[src/rtl/imem_pkg.sv]
// imem_pkg: shared sizes, FSM encoding and constants for the instruction-memory loader.
package imem_pkg;
  localparam int DEPTH = 64;
  localparam int AW = 6;
  localparam logic [31:0] NOP = 32'h00000013;
  typedef enum logic [2:0] {IDLE, RECV, WRITE, CHK, DONE} state_t;
  function automatic logic [6:0] clamp_len(input logic [6:0] n);
    return (n > 7'(DEPTH)) ? 7'(DEPTH) : n;
  endfunction
endpackage

[src/rtl/imem_loader_byte_packer.sv]
// byte_packer: assembles four stream bytes into a little-endian word, first byte in the LSB.
module byte_packer (
  input  logic        clk,
  input  logic        rst_n,
  input  logic        i_clr,
  input  logic        i_en,
  input  logic [7:0]  i_data,
  output logic [31:0] o_word,
  output logic        o_last
);
  logic [31:0] r_word;
  logic [1:0]  r_cnt;
  always_ff @(posedge clk or negedge rst_n) begin
    if (!rst_n) begin
      r_word <= '0;
      r_cnt  <= '0;
    end else if (i_clr) begin
      r_word <= '0;
      r_cnt  <= '0;
    end else if (i_en) begin
      r_word <= o_word;
      r_cnt  <= r_cnt + 2'd1;
    end
  end
  assign o_word = {i_data, r_word[31:8]};
  assign o_last = (r_cnt == 2'd3);
endmodule

[src/rtl/imem_loader.sv]
// imem_loader: boot-time byte-stream writer for the 64-word instruction memory.
// Holds the core in reset during a load and releases it only on a good trailing checksum.
module imem_loader
  import imem_pkg::*;
(
  input  logic        clk,
  input  logic        rst_n,
  input  logic        start,
  input  logic [6:0]  n_words,
  input  logic        byte_valid,
  input  logic [7:0]  byte_data,
  output logic        byte_ready,
  output logic        mem_we,
  output logic [31:0] mem_addr,
  output logic [31:0] mem_wdata,
  output logic        core_rst_n,
  output logic        busy,
  output logic        done,
  output logic        err
);
  state_t          r_state, w_state_nx;
  logic [6:0]      r_len;
  logic [AW-1:0]   r_idx;
  logic [7:0]      r_sum;
  logic [31:0]     w_word;
  logic            w_last, w_accept, w_start_ok, w_last_word;

  assign w_accept    = byte_valid && byte_ready;
  assign w_start_ok  = start && (r_state == IDLE || r_state == DONE);
  assign w_last_word = ({1'b0, r_idx} + 7'd1) == r_len;

  byte_packer u_packer (
    .clk   (clk),
    .rst_n (rst_n),
    .i_clr (w_start_ok),
    .i_en  (r_state == RECV && w_accept),
    .i_data(byte_data),
    .o_word(w_word),
    .o_last(w_last)
  );

  always_ff @(posedge clk or negedge rst_n) begin
    if (!rst_n) r_state <= IDLE;
    else        r_state <= w_state_nx;
  end

  always_comb begin
    w_state_nx = r_state;
    case (r_state)
      IDLE, DONE: w_state_nx = start ? ((clamp_len(n_words) == 7'd0) ? CHK : RECV) : r_state;
      RECV:       w_state_nx = (w_accept && w_last) ? WRITE : RECV;
      WRITE:      w_state_nx = w_last_word ? CHK : RECV;
      CHK:        w_state_nx = w_accept ? DONE : CHK;
      default:    w_state_nx = IDLE;
    endcase
  end

  always_comb begin
    byte_ready = (r_state == RECV) || (r_state == CHK);
  end

  // Registered outputs are driven from the next state so they line up with the state they describe.
  always_ff @(posedge clk or negedge rst_n) begin
    if (!rst_n) begin
      r_len      <= '0;
      r_idx      <= '0;
      r_sum      <= '0;
      mem_we     <= 1'b0;
      mem_addr   <= '0;
      mem_wdata  <= '0;
      core_rst_n <= 1'b1;
      busy       <= 1'b0;
      done       <= 1'b0;
      err        <= 1'b0;
    end else begin
      mem_we <= (w_state_nx == WRITE);
      busy   <= (w_state_nx == RECV) || (w_state_nx == WRITE) || (w_state_nx == CHK);
      if (w_start_ok) begin
        r_len      <= clamp_len(n_words);
        r_idx      <= '0;
        r_sum      <= '0;
        done       <= 1'b0;
        err        <= 1'b0;
        core_rst_n <= 1'b0;
      end
      if (r_state == RECV && w_accept) begin
        r_sum <= r_sum + byte_data;
        if (w_last) begin
          mem_addr  <= {24'b0, r_idx, 2'b00};
          mem_wdata <= w_word;
        end
      end
      if (r_state == WRITE && !w_last_word) r_idx <= r_idx + AW'(1);
      if (r_state == CHK && w_accept) begin
        done       <= (byte_data == r_sum);
        err        <= (byte_data != r_sum);
        core_rst_n <= (byte_data == r_sum);
      end
    end
  end
endmodule

[config.mk]
export PLATFORM = sky130hd
export DESIGN_NAME = imem_loader
export DESIGN_NICKNAME = d
export VERILOG_FILES = /design/src/rtl/imem_pkg.sv /design/src/rtl/imem_loader_byte_packer.sv /design/src/rtl/imem_loader.sv
export SDC_FILE = /design/constraint.sdc
export NUM_CORES = 1
export LEC_CHECK = 0
export CELL_PAD_IN_SITES_DETAIL_PLACEMENT = 0
export CELL_PAD_IN_SITES_GLOBAL_PLACEMENT = 1
export CORE_MARGIN = 8
export CORE_UTILIZATION = 46
export CTS_BUF_LIST = sky130_fd_sc_hd__clkbuf_8
export CTS_CLUSTER_SIZE = 12
export DETAILED_ROUTE_END_ITERATION = 6
export PLACE_DENSITY_LB_ADDON = 0.1
export SYNTH_ARGS = -nofsm -noshare
export SYNTH_HDL_FRONTEND = slang
export SYNTH_HIERARCHICAL = 1
export SYNTH_SLANG_ARGS = --single-unit
[constraint.sdc]
create_clock -name clk -period 6.4 [get_ports clk]
set_input_delay 1.28 -clock clk [delete_from_list [all_inputs] [get_ports clk]]
set_output_delay 1.28 -clock clk [all_outputs]
set_load 0.02 [all_outputs]
==> metrics list <==
- Mean Syn Cell Area: around 12 sq um
* Count of standard-cell rows: 36
- Outcome: finished, final reports clean
- Inserted Diodes: 0
* Clock transition time at the flip-flop clock pins of the worst setup and hold paths: 0.10 ns
- Residual DRC: 0
- Worst clock skew: between 0.01 and 0.015 ns
- At the worst endpoint, the arrival time is between 4 and 5 ns.
- After floorplanning, the core was sized to cover between 9000 and 10000 sq um.
- The largest total area in the synthesized netlist belongs to dfrtp_1.
- The initial antenna violation count came to 0.
- Most common library cell in the layout ignoring fill and taps: dfrtp_1
- Via count of the first global-routing pass: around 3000
- Setup repair after global routing left no endpoint under its margin.
- Clock tree synthesis inserted a total of 9 buffers.
* Type of origin of the critical path: input port
* Root buf cell: clkbuf_8
* Power density over the cells: about 450 nW/um^2
- For this run, asynchronously set or reset flops after synthesis account for 100%.
- In this run, synthesis inferred 0 flip-flops with an integrated enable.
- R2R depth: 8
- Detailed-route wire length per cell: between 15 and 20 um
- Most used cells in the layout excluding fill and tap cells: dfrtp_1 (92), clkdlybuf4s50_1 (61), nor2_1 (38)
- The share of total power dissipated in sequential elements is 41.7%.
- Fmax: between 200 and 300 MHz
- Primary FF master, synth: dfrtp_1
* Final total negative setup slack: 0 ns
* Data required time at the worst endpoint: between 6 and 7 ns
- Relative contribution of combinational cells to total power: between 40% and 50%
- Share of post-route cells with drive strength above 1: between 10% and 20%
- Chip Height: approximately 120 um
- Final hold violation count: 0
* Maximum number of pins on one net before global-route repair: 61
- The die covers 13500 sq um.
- TritonCTS built the clock tree.
- Horizontal die dimension: ~120 um
- The synthesized design contains 93 register bits.
- Clock network latency to the later pin of the worst-skew pair: approximately 0.36 ns
- Maximum fanout count along the critical path: 39
- Count of hold-fix buffers inserted at cts: 0
- Once the floorplan was initialized, standard cells occupied between 40% and 50% of the core.
- In the global route stage, overall resource usage came out at about 14%.
* Maximum count of clock buffers along a single path: 2
- In the synthesized netlist, the number of instances is 400.
- Signed area change from the synthesized netlist to the final layout: 14.8%
- Setup violations remaining at the end of the flow were counted as 0.
- Number of buffers inserted by post-CTS setup repair: 0
- Number of placed I/O pins: a little under 90
- Shortest period the worst path allows: roughly 3.9 ns
* Detail-routed via count per cell: approximately 4.9
- Worst-case vdd ir drop: 0.207 mV
- Fraction of the yosys area taken by sequential cells: slightly above 50%
- Routability-driven placement finished with a final weighted congestion of approximately 0.8.
- For this design the total switching power over the nets is roughly 0.9 mW.
- Detailed placement ended at an HPWL of 6440 um.
* Area share of the largest cell type after synthesis: between 40% and 50%
- Min Hold Slack: about 0.50 ns
- In this run the cell area of the synthesized design comes to between 4000 and 5000 sq um.
* Detailed-router iteration count before antenna repair: 4
* Via count: approximately 2900
- Post-CTS resize count: 0
- The internal power of the cells totals 1.46 mW.
* PortBufs: just over 60
- Number of max-capacitance violations reported: 0
- After synthesis, the netlist uses 57 different library cells.
* Synthesis warning total: 6
- Layout net count: about 480
- The critical path is of the input port to flop type.
- Once detail routing completed, the nets flagged for antenna violations numbered 0.
- The total overflow left after global routing is 0.
- Along the worst hold path, the cell count comes to 1.
* Category of the worst setup path capture point: flop
- Clk pwr share: about 16%
- Clock tree synthesis found a total of 93 sinks.
- First-pass GRT wire length: around 15000 um
* Worst hold path type: flop to flop
- After the first detailed-routing iteration, the DRC count stood at about 130.
- The number of pins exceeding their max-slew limit in the final report came to 0.
* Proportion of total power due to net switching: about two fifths
* Leak pwr: between 2 and 2.5 nW
- Maximum level of the CTS H-tree: 3
- Least-Margin Pin Slew: approximately 0.96 ns
* Top cells by area in the synthesized netlist: dfrtp_1 (50%), mux2_2 (7.3%), mux2i_1 (6.1%), buf_4 (6.0%), nor2_1 (3.1%)
- Remaining max-slew budget at the tightest pin: a little over a third
- The routed design has 8910 um of wire.
- After layout, the worst path uses a little over 60% of the clock period.
## stage by stage
| step | util, % | setup WS, ns | power, mW | area (sq um) | std cells |
|---|---|---|---|---|---|
| 2_1_floorplan | - | 3.59 | 1.68 | 4700 | 425 |
| 3_3_place_gp | 52.4 | 2.06 | 1.99 | 5090 | 568 |
| 4_1_cts | 54.4 | 2.38 | 2.40 | 5290 | 584 |
| 6_report | 54.4 | 2.47 | 2.36 | 5290 | 584 |
| 3_5_place_dp | 52.4 | 2.00 | 2.01 | 5090 | 568 |
| 5_1_grt | 54.4 | 2.21 | 2.54 | 5290 | 584 |
## cell type report
class | count | area [sq um]
fill | 879 | 4440
timing repair buffer | 63 | 626
inverter | 9 | 33.8
sequential | 93 | 2330
tap | 133 | 166
multi-input combinational | 270 | 1940
clock inverter | 7 | 70.1
clock buffer | 9 | 124
## final timing paths
kind                                      from      endpoint  slack, ns
setup / recovery                    byte_valid  mem_wdata[6]       2.47
hold / removal             u_packer/r_word[12]  mem_wdata[4]       0.50
setup reg to reg                    r_state[2]  mem_wdata[6]       3.26
hold reg to reg            u_packer/r_word[12]  mem_wdata[4]       0.50
max in group asynchronous                rst_n    r_state[2]       4.45
min in group asynchronous                rst_n  mem_wdata[2]       0.85
## cells by family (layout without fill, tap and decap cells)
| group | after synthesis | in the layout | share of synthesized area (%) |
|---|---|---|---|
| multiplexers | 67 | 67 | 15.6 |
| adder cells (fa/ha/maj) | 10 | 10 | 2.88 |
| XOR/XNOR | 15 | 15 | 2.85 |
| AO/OA/AOI/OAI | 41 | 41 | 6.11 |
| AND/OR/NAND/NOR | 111 | 111 | 12.5 |
| buffers and inverters | 62 | 88 | 9.42 |
| flip-flops | 93 | 93 | 50.5 |
| other | 1 | 26 | 0.0814 |
## Yosys cell counts, drive strengths merged, types with 3 or more instances
| cell | instances |
|---|---|
| nor4 | 3 |
| a21oi | 7 |
| or2 | 4 |
| mux2i | 28 |
| inv | 9 |
| xnor2 | 9 |
| nand2 | 23 |
| nand2b | 8 |
| nand3 | 15 |
| xor2 | 6 |
| clkbuf | 5 |
| nor2 | 39 |
| nor2b | 4 |
| a21o | 3 |
| buf | 48 |
| ha | 9 |
| o21ai | 14 |
| a31o | 3 |
| dfrtp | 92 |
| mux2 | 39 |
## routing by layer
| layer | global-route usage, % | up-vias | routed length, um |
|---|---|---|---|
| met1 | 19.4 | 1378 | 4340 |
| met4 | 4.93 | 0 | 110 |
| met5 | 0 | - | 0 |
| li1 | - | 1407 | - |
| met2 | 20.7 | 76 | 3960 |
| met3 | 2.76 | 9 | 510 |
## state kept, by name, indices dropped and copies added, names as in the netlist
register and cells:
core_rst_n 1, u_packer/r_cnt 2, err 1, mem_addr 6
r_sum 8, mem_wdata 32, mem_we 1, done 1
r_len 7, r_idx 6, busy 1, r_state 3
u_packer/r_word 24
## worst max-delay path: stages
cell and delay [ns]:
clkdlybuf4s50_1 0.53, nand2_1 0.06, or2_1 0.37, inv_2 0.64, nand2_2 0.72, mux2_1 0.54
## power by group through the flow
| stage | combinational, mW | clock, mW | sequential [mW] |
|---|---|---|---|
| floorplan | 0.608 | 0 | 1.07 |
| global placement | 0.997 | 0 | 0.990 |
| detailed placement | 1.01 | 0 | 0.996 |
| CTS | 1.02 | 0.396 | 0.987 |
| global route | 1.10 | 0.420 | 1.01 |
| finish | 1.00 | 0.379 | 0.984 |
No activity file was read; power rests on OpenSTA's default activity.
==> RTL change (config.mk and constraints unchanged) <==
Put one more register stage on the output `err`, with the module's reset. The value now appears one clock later. The other outputs are not delayed to match.
--- a/src/rtl/imem_loader.sv
+++ b/src/rtl/imem_loader.sv
@@ -18,6 +18,8 @@
   output logic        done,
   output logic        err
 );
+
+  logic err_s0;
   state_t          r_state, w_state_nx;
   logic [6:0]      r_len;
   logic [AW-1:0]   r_idx;
@@ -71,7 +73,7 @@
       core_rst_n <= 1'b1;
       busy       <= 1'b0;
       done       <= 1'b0;
-      err        <= 1'b0;
+      err_s0     <= 1'b0;
     end else begin
       mem_we <= (w_state_nx == WRITE);
       busy   <= (w_state_nx == RECV) || (w_state_nx == WRITE) || (w_state_nx == CHK);
@@ -80,7 +82,7 @@
         r_idx      <= '0;
         r_sum      <= '0;
         done       <= 1'b0;
-        err        <= 1'b0;
+        err_s0     <= 1'b0;
         core_rst_n <= 1'b0;
       end
       if (r_state == RECV && w_accept) begin
@@ -93,10 +95,18 @@
       if (r_state == WRITE && !w_last_word) r_idx <= r_idx + AW'(1);
       if (r_state == CHK && w_accept) begin
         done       <= (byte_data == r_sum);
-        err        <= (byte_data != r_sum);
+        err_s0     <= (byte_data != r_sum);
         core_rst_n <= (byte_data == r_sum);
       end
     end
   end
+  always_ff @(posedge clk or negedge rst_n) begin
+    if (!rst_n) begin
+      err <= '0;
+    end else begin
+      err <= err_s0;
+    end
+  end
+
 endmodule
 
Function: changed (a bounded check fails within 4 cycles, from zero or initial values and one cycle with rst_n low).
==> RTL change against the original RTL <==
- sequential cell count grew 1
- global-route usage is 0.17 points higher
- combinational power barely moved
- worst hold slack got worse by 0.10 ns
- register-to-register slack worse by 0.07 ns
- via count up 2.3%
- total power is 1.3% higher
- critical path type unchanged
- area after synthesis up 0.54%
- routed wire length up 2.1%
- setup slack got worse by 0.084 ns
- design area increased by 0.57%
==> RTL change: results (changes against the original RTL) <==
Global route
  • First-pass GRT wire length: 14920 microns (was 14800 microns)
  • Vias in the first global route: 2974 (was 2961)
  • GRT Total Usage: 13.99% (was 13.82%)
  • Largest net degree at the start of global routing: 73 (was 61)

Pwr
  • Leakage power: 2.497 nW (was 2.477 nW)
  • Worst VDD drop: 219.1 uV (was 206.7 uV)

Routing
  • Initial DRC Count: 121 (was 126)
  • DRC Markers: 0 (unchanged)
  • Drt total wl: 9100 microns (was 8913 microns)
  • Vias per cell: 5.026 (was 4.914)
  • Avg WL per Cell: 15.58 microns (was 15.26 microns)
  • First-pass DRT Iterations: 4 (unchanged)

Clock network
  • Clock Tree Root: clkbuf_8 (unchanged)
  • Resized cells post-CTS: 0 (unchanged)
  • Bufs on Longest Clock Path: 2 (unchanged)
  • Clock-pin slew on the worst setup and hold paths: 0.09 ns
  • TritonCTS buffer count: 9 (unchanged)
  • Worst-Skew Late Latency: around 0.35 ns
  • Htree depth: 3 (unchanged)
  • Postcts setup bufs: 0 (unchanged)

Placed design
  • Gpl congestion: 0.7945 (was 0.7947)
  • Placed inst area: 5120 sq um (was 5095 sq um)
  • DP HPWL: 6470 microns (was 6442 microns)
  • IO Port Bufs: 62 (unchanged)
  • Number of cells after detailed placement: 569 (was 568)
  • Placement Setup Slack: 1.999 ns (was 1.997 ns)

STA
  • Clock skew: 0.007077 ns (was 0.01215 ns)
  • Slew margin rel.: 36.00% (was 35.96%)

Synth
  • Synth cell types: 57 (unchanged)
  • Commonest cells post-synth: dfrtp_1, nor2_1, buf_4, mux2_2, mux2i_1 (unchanged)
  • Synth Instances: 401 (was 400)
  • Synth area leaders: dfrtp_1, mux2_2, mux2i_1, buf_4, nor2_1 (unchanged)
  • Ys Warns: 6 (unchanged)
  • Post-synthesis sequential area ratio: 50.81% (was 50.54%)
  • Top_reg_cell synth: dfrtp_1 (unchanged)

Worst setup path
  • Crit-path leading delay family: buffers and inverters (unchanged)
  • Slowest-stage cell, CP: nand2_2 (unchanged)
  • CP max stage delay: 0.74 ns (was 0.72 ns)
  • R2r worst-path depth: 8 (unchanged)
  • Critical path arrival: 4.25 ns (was 4.17 ns)
  • CP Max Fanout: 39 (unchanged)

Final layout
  • Nets: 476 (was 475)
  • Share of cells above drive strength 1: 13.53% (was 13.97%)
  • Biggest regs: mem_wdata x32, u_packer/r_word x24, r_sum x8 (unchanged)
  • Antenna cells: 0 (unchanged)
  • Filler cells: 872 (was 879)

Min path
  • Hold path depth: 0 (was 1)

Run status
  • Outcome: finished clean (unchanged)
## RTL change: cell families after synthesis
kind of cell	share of synthesized area, %
AOI/OAI and AO/OA	6.078
and+or+nand+nor	12.43
adders and majority gates	2.863
buffers and inverters	9.374
muxes	15.53
other	0.08096
DFF	50.81
xor gates and xnor gates	2.836
## RTL change: power breakdown
group          switching [W]  leakage [nW]  total, W  internal [W]
Clock               0.000200         0.107  0.000399      0.000199
Combinational       0.000514          1.18   0.00100      0.000488
Sequential          0.000165          1.21  0.000994      0.000829
## RTL change: path summary, 6_finish.rpt
check,slack (ns),startpoint,end
min,0.39,err_s0,err
min in group asynchronous,0.81,rst_n,mem_wdata[7]
max in group asynchronous,4.40,rst_n,r_sum[4]
max reg2reg,3.19,r_state[2],mem_wdata[9]
max,2.38,byte_valid,mem_wdata[9]
min reg2reg,0.39,err_s0,err
## RTL change: layer usage
layer	global-route usage, %	wire (microns)
met5	0	0
met4	4.408	106
met3	3.413	512
met2	21.76	4209
met1	18.80	4272
## RTL change: area by class of cell
cell class | instances | area (sq um) | share of cell area [%]
well taps | 133 | 166.4 | 3.129
clock buffers | 11 | 151.4 | 2.846
repair buffers | 63 | 625.6 | 11.76
inverters | 9 | 33.78 | 0.6351
clock inverters | 4 | 47.55 | 0.8939
multi-input cells | 270 | 1941 | 36.49
flip-flops and latches | 94 | 2354 | 44.25
